`src/rtl/pipelined_brent_kung_adder.sv`:
```
// Three-stage pipelined Brent-Kung adder/subtractor with valid/ready flow control.
// S1 holds generate/propagate and the effective carry-in, S2 holds the
// up-sweep prefix result, and S3 drives the registered sum and flags.
module pipelined_brent_kung_adder #(
   parameter int WIDTH  = 16,
   parameter int EN_SUB = 1
) (
   input  logic             clk,
   input  logic             rst_n,
   input  logic             in_valid,
   output logic             in_ready,
   input  logic [WIDTH-1:0] A,
   input  logic [WIDTH-1:0] B,
   input  logic             Cin,
   input  logic             Sub,
   output logic             out_valid,
   input  logic             out_ready,
   output logic [WIDTH-1:0] Sum,
   output logic             Carry_out,
   output logic             Overflow,
   output logic             Zero
);

   localparam int LOG = $clog2(WIDTH);

   logic             advance;

   // Stage 1 next-state and registers
   logic             sub_eff;
   logic [WIDTH-1:0] b_eff;
   logic [WIDTH-1:0] g1_d, p1_d;
   logic             c0_1_d;
   logic             v1_q;
   logic [WIDTH-1:0] g1_q, p1_q;
   logic             c0_1_q;

   // Stage 2 registers: up-sweep group terms plus the raw propagate for the sum
   logic             v2_q;
   logic [WIDTH-1:0] gg2_q, pg2_q, p2_q;
   logic             c0_2_q;

   // Stage 3 next-state and output registers
   logic [WIDTH-1:0] gg3, pg3;
   logic [WIDTH:0]   carry;
   logic [WIDTH-1:0] sum_d;
   logic             co_d, ov_d, z_d;
   logic             out_valid_q;
   logic [WIDTH-1:0] sum_q;
   logic             co_q, ov_q, z_q;

   assign advance   = ~out_valid_q | out_ready;
   assign in_ready  = advance;
   assign out_valid = out_valid_q;
   assign Sum       = sum_q;
   assign Carry_out = co_q;
   assign Overflow  = ov_q;
   assign Zero      = z_q;

   // Operand conditioning: subtract inverts B and forces the carry-in to 1
   always_comb begin
      sub_eff = (EN_SUB != 0) && Sub;
      b_eff   = B ^ {WIDTH{sub_eff}};
      g1_d    = A & b_eff;
      p1_d    = A ^ b_eff;
      c0_1_d  = sub_eff | Cin;
   end

   // Up-sweep: level l combines node i with node i-2^l where (i+1) is a multiple of 2^(l+1).
   // Each level lives in its own generate scope so no signal feeds back into itself.
   for (genvar l = 0; l < LOG; l++) begin : g_up
      logic [WIDTH-1:0] g_in, p_in, g_out, p_out;
      if (l == 0) begin : g_src
         assign g_in = g1_q;
         assign p_in = p1_q;
      end else begin : g_src
         assign g_in = g_up[l-1].g_out;
         assign p_in = g_up[l-1].p_out;
      end
      for (genvar i = 0; i < WIDTH; i++) begin : g_bit
         if (((i + 1) % (2 ** (l + 1))) == 0) begin : g_node
            assign g_out[i] = g_in[i] | (p_in[i] & g_in[i - (2 ** l)]);
            assign p_out[i] = p_in[i] & p_in[i - (2 ** l)];
         end else begin : g_pass
            assign g_out[i] = g_in[i];
            assign p_out[i] = p_in[i];
         end
      end
   end

   // Down-sweep: fills the remaining prefixes, coarsest span first
   for (genvar k = 0; k < LOG - 1; k++) begin : g_dn
      localparam int L = LOG - 2 - k;
      logic [WIDTH-1:0] g_in, p_in, g_out, p_out;
      if (k == 0) begin : g_src
         assign g_in = gg2_q;
         assign p_in = pg2_q;
      end else begin : g_src
         assign g_in = g_dn[k-1].g_out;
         assign p_in = g_dn[k-1].p_out;
      end
      for (genvar i = 0; i < WIDTH; i++) begin : g_bit
         if ((((i + 1) % (2 ** (L + 1))) == (2 ** L)) && (i >= (2 ** (L + 1)))) begin : g_node
            assign g_out[i] = g_in[i] | (p_in[i] & g_in[i - (2 ** L)]);
            assign p_out[i] = p_in[i] & p_in[i - (2 ** L)];
         end else begin : g_pass
            assign g_out[i] = g_in[i];
            assign p_out[i] = p_in[i];
         end
      end
   end

   assign gg3 = g_dn[LOG-2].g_out;
   assign pg3 = g_dn[LOG-2].p_out;

   // Carries from the full prefixes, then the sum and status flags
   always_comb begin
      carry           = '0;
      carry[0]        = c0_2_q;
      carry[WIDTH:1]  = gg3 | (pg3 & {WIDTH{c0_2_q}});
      sum_d           = p2_q ^ carry[WIDTH-1:0];
      co_d            = carry[WIDTH];
      ov_d            = carry[WIDTH] ^ carry[WIDTH-1];
      z_d             = ~|sum_d;
   end

   // Pipeline registers: every stage shifts together on advance and freezes otherwise
   always_ff @(posedge clk or negedge rst_n) begin
      if (!rst_n) begin
         v1_q        <= 1'b0;
         g1_q        <= '0;
         p1_q        <= '0;
         c0_1_q      <= 1'b0;
         v2_q        <= 1'b0;
         gg2_q       <= '0;
         pg2_q       <= '0;
         p2_q        <= '0;
         c0_2_q      <= 1'b0;
         out_valid_q <= 1'b0;
         sum_q       <= '0;
         co_q        <= 1'b0;
         ov_q        <= 1'b0;
         z_q         <= 1'b0;
      end else if (advance) begin
         v1_q        <= in_valid;
         g1_q        <= g1_d;
         p1_q        <= p1_d;
         c0_1_q      <= c0_1_d;
         v2_q        <= v1_q;
         gg2_q       <= g_up[LOG-1].g_out;
         pg2_q       <= g_up[LOG-1].p_out;
         p2_q        <= p1_q;
         c0_2_q      <= c0_1_q;
         out_valid_q <= v2_q;
         sum_q       <= sum_d;
         co_q        <= co_d;
         ov_q        <= ov_d;
         z_q         <= z_d;
      end
   end

endmodule

```
`config.mk`:
```
export PLATFORM = sky130hd
export DESIGN_NAME = pipelined_brent_kung_adder
export DESIGN_NICKNAME = d
export VERILOG_FILES = /design/src/rtl/pipelined_brent_kung_adder.sv
export SDC_FILE = /design/constraint.sdc
export NUM_CORES = 1
export LEC_CHECK = 0
export CAP_MARGIN = 10
export CORE_MARGIN = 3
export CORE_UTILIZATION = 45
export DETAILED_ROUTE_END_ITERATION = 6
export PLACE_DENSITY = 0.7
export SLEW_MARGIN = 20
export SYNTH_ARGS = -nofsm -noshare
export SYNTH_HDL_FRONTEND = slang
export SYNTH_SLANG_ARGS = --single-unit
```
`constraint.sdc`:
```
create_clock -name clk -period 2.06 [get_ports clk]
set_clock_uncertainty 0.2 [all_clocks]
set_input_delay 0.309 -clock clk [delete_from_list [all_inputs] [get_ports clk]]
set_output_delay 0.309 -clock clk [all_outputs]
set_load 0.05 [all_outputs]
```
==> results of run 1 <==
-- metrics by stage --
step	power, mW	setup TNS, ns	utilization (%)	instances
5_1_grt	8.15	-0.0532	58.6	682
3_3_place_gp	6.05	0	55.3	665
6_report	7.65	0	58.6	682
2_1_floorplan	5.12	0	-	488
4_1_cts	7.67	0	58.3	682
3_5_place_dp	6.14	0	55.3	665
-- placed cells by master (no fill, tap or decap), types with 2 or more instances in the layout --
cell / netlist / layout
nand2_1: 220 / 220
dfrtp_1: 96 / 95
clkdlybuf4s50_1: 0 / 41
buf_4: 0 / 21
xor2_1: 19 / 19
ha_1: 17 / 17
nor2_1: 14 / 14
o21ai_0: 14 / 14
nand3_1: 13 / 13
a21oi_1: 11 / 11
clkbuf_8: 0 / 10
a21o_1: 9 / 9
xnor2_1: 7 / 7
nand4_1: 5 / 5
or2_2: 4 / 4
dlymetal6s2s_1: 0 / 4
buf_12: 0 / 4
a211o_2: 3 / 3
bufinv_16: 0 / 3
clkinv_4: 0 / 3
o211ai_1: 2 / 2
inv_1: 2 / 2
a31oi_2: 1 / 2
a21o_2: 3 / 2
or3_4: 0 / 2
o21bai_1: 2 / 2
-- cells by family after synthesis --
kind of cell	synth area share (%)
AO/OA/AOI/OAI	9.64
XOR/XNOR	5.13
adder cells (fa/ha/maj)	4.79
buffers and inverters	2.40
flip-flops	54.1
AND/OR/NAND/NOR	23.9
-- metal layers --
metal | vias up | global-route usage [%]
met1 | 1598 | 26.0
met2 | 98 | 26.7
met3 | 7 | 2.08
met5 | - | 0
met4 | 0 | 6.00
li1 | 1709 | -
-- repair_timing --
action                                  4_1_cts  5_1_grt
endpoints found under the setup margin        1        5
hold endpoints to repair                     35        0
pin swaps                                     2        2
hold buffers                                  1        0
resized for setup                             3        7
-- layout make-up --
class / instances / area, sq um / share of cell area (%)
repair buffers: 72 / 719 / 13.1
inverters: 3 / 11.3 / 0.204
clock inverters: 6 / 116 / 2.11
clock buffers: 10 / 138 / 2.50
flip-flops and latches: 96 / 2400 / 43.6
multi-input cells: 366 / 1960 / 35.6
well taps: 129 / 161 / 2.93
-- power by group --
part	total [mW]	internal (mW)	switching [mW]
Sequential	3.05	2.52	0.530
Clock	1.49	0.846	0.647
Combinational	3.10	1.19	1.92
-- cells in the mapped netlist --
library cell / n / area, sq um
and4b_1: 1 / 10.0
clkbuf_1: 21 / 78.8
dfrtp_1: 96 / 2400
nand2_1: 220 / 826
nor4_2: 1 / 12.5
o32a_1: 1 / 10.0
a21o_2: 3 / 26.3
nand4_1: 5 / 31.3
o31ai_1: 1 / 7.51
o21bai_1: 2 / 15.0
nor3_1: 1 / 5.00
a222oi_1: 1 / 10.0
buf_6: 1 / 11.3
o21a_1: 1 / 7.51
xnor2_1: 7 / 61.3
a32o_1: 1 / 10.0
and3_2: 1 / 7.51
xor2_1: 19 / 166
or3_1: 2 / 12.5
buf_2: 1 / 5.00
o211ai_1: 2 / 15.0
a211o_2: 3 / 30.0
a31oi_2: 1 / 12.5
a22oi_1: 1 / 7.51
nor2b_1: 1 / 6.26
a211o_4: 1 / 17.5
nand2b_1: 1 / 6.26
a21oi_1: 11 / 55.1
nand3_1: 13 / 65.1
a31oi_4: 1 / 21.3
a211oi_1: 2 / 15.0
a31oi_1: 2 / 12.5
or2_2: 4 / 25.0
o41ai_1: 1 / 8.76
a211o_1: 1 / 8.76
ha_1: 17 / 213
o21ai_0: 14 / 70.1
nor2_1: 14 / 52.6
inv_1: 2 / 7.51
a21o_1: 9 / 67.6
inv_2: 1 / 3.75
-- flip-flops by register name, summed over array words and instances (netlist names), 8 cells and up --
signal,flops
Sum,16
g1_q,16
g_dn.g_in,16
g_dn.p_in,16
g_up.p_in,16
p2_q,8
-- worst min path at each step --
stage / from / endpoint / slack (ns) / cells past startpoint
2_1_floorplan: rst_n / Carry_out$_DFFE_PN0P_ / -0.19 / 0
3_3_place_gp: rst_n / g_up[0].p_in[3]$_DFFE_PN0P_ / 0.1 / 1
3_5_place_dp: rst_n / g_up[0].p_in[3]$_DFFE_PN0P_ / 0.10 / 1
4_1_cts: rst_n / g_up[0].p_in[3]$_DFFE_PN0P_ / 0.27 / 2
5_1_grt: in_valid / v1_q$_DFFE_PN0P_ / 0.28 / 3
6_report: rst_n / g_up[0].p_in[3]$_DFFE_PN0P_ / 0.26 / 2
==> impl_results.md, run 1 <==
* Outcome: complete, no violations
* # rows at 35
* WS Path Type: reg2reg
* Remaining global-route overflow at 0
* Setup crit start: c0_2_q$_DFFE_PN0P_
* Crit path arrival time at 2.13 ns
* Synthesis-to-finish area growth at 24.3%
* FF-to-FF setup slack at 0.03 ns
* Ys Warns at 0
* IO Pins at between 50 and 60
* Post-CTS Setup Bufs at 0
* CP top delay family: simple AND/OR/NAND/NOR gates
* Crit share post-route at between 90% and 100%
* Critical R2R Capture: Zero$_DFFE_PN0P_
* Fill cells at around 850
* Initial antenna violation count at 0
* Post-synthesis sequential area ratio at between 50% and 60%
* Levels on crit path at 6
* Fin area at approximately 5500 sq um
* Via count at 3412
* GP Congestion at 0.780
* CTS Sinks at 96
* Port buffer count at 58
* Final setup viols at 0
* Die area at between 10000 and 15000 sq um
* Diodes inserted at 0
* Max-slew violation count at 0
* CP Capture Point: Zero$_DFFE_PN0P_
* H-tree depth at 3
* Synth Net Count at around 540
* Vias in the first global route at 3268
* Clock root cell: clkbuf_8
* TritonCTS clock tree: built
* Highest Signal Layer: met4
* Yosys cell types at between 40 and 50
* Met2 wire length at 4090 um
* Global-route wire length before repair at between 15000 and 20000 um
* Worst slack, placed at around 0.029 ns
* Post-synthesis cell count at just under 500
* 1st-iter DRT viols at 258
* Met3 wire length at approximately 460 um
* Yosys reg bits at 96
* Max cap viols at 0
* Least-Margin Pin Slew at ~0.5 ns
* Nets@finish at 603
* Leak at approximately 2.8 nW
* Post-DP HPWL at around 6500 um
* Count of final hold-check violations at 0
* Max stage delay on crit path at approximately 0.40 ns
* Total Wirelength at between 9000 and 10000 um
* Crit Path Max Fanout at 10
* Nature of the critical path endpoint: flip-flop
* Max frequency at between 0.4 and 0.5 GHz
* Worst setup SP type: flip-flop
* Req. time, crit path at approximately 2.2 ns
* TritonCTS Buffers at 9
* Reg-to-reg startpoint: c0_2_q$_DFFE_PN0P_
* Buf/Inv on CP at 1
* Vias per inst at about 5
* Largest net degree at the start of global routing at 62
* Clock buffer depth at 2
* Reg clk slew, reported paths at 0.09 ns
* VDD IR max at between 0.0005 and 0.0006 V
* Power density cells at around 1400 nW/um^2
* Mapped cell area at 4440 sq um
* Die height at roughly 110 um
* Routed WL per cell at around 13 um
* CP cell instances: buf_6 -> and3_2 -> or3_4 -> a222oi_1 -> and4b_1 -> a32o_1
* First-pass iteration count of the detailed router at 5
* Share of layout cells above drive strength 1 at a little under an eighth
* WL met1 at around 4300 um
* Starting density of the core at a little under half
* DRT antenna net count at 0
* CP max stage cell: dfrtp_1
* Reg2reg path depth at 6
* Crit path time final at around 2.0 ns
* Tightest Hold Check Type: in2async
* DRC viols at 0
* Core area at ~9400 sq um
* Headroom to the max-slew limit at ~66%
* Placed cell areas at 5210 sq um
* Clock Latency Late Sink at ~0.35 ns
* GRT Total Usage at between 15 and 20%
* Die width at 105 um
* RSZ-0062 raised after global routing: true
* Setup slack after layout at roughly 0.028 ns
* Hold WS at between 0.2 and 0.3 ns
* Post-synthesis area per instance at between 9 and 10 sq um
No activity file was read; power rests on OpenSTA's default activity.
==> run 2, diff against run 1 <==
--- a/config.mk
+++ b/config.mk
@@ -5,6 +5,7 @@
 export SDC_FILE = /design/constraint.sdc
 export NUM_CORES = 1
 export LEC_CHECK = 0
+export ABC_CLOCK_PERIOD_IN_PS = 2060
 export CAP_MARGIN = 10
 export CORE_MARGIN = 3
 export CORE_UTILIZATION = 45
==> results of run 2 <==
Same layout as run 1: the final DEF is identical, and so are final timing and power.
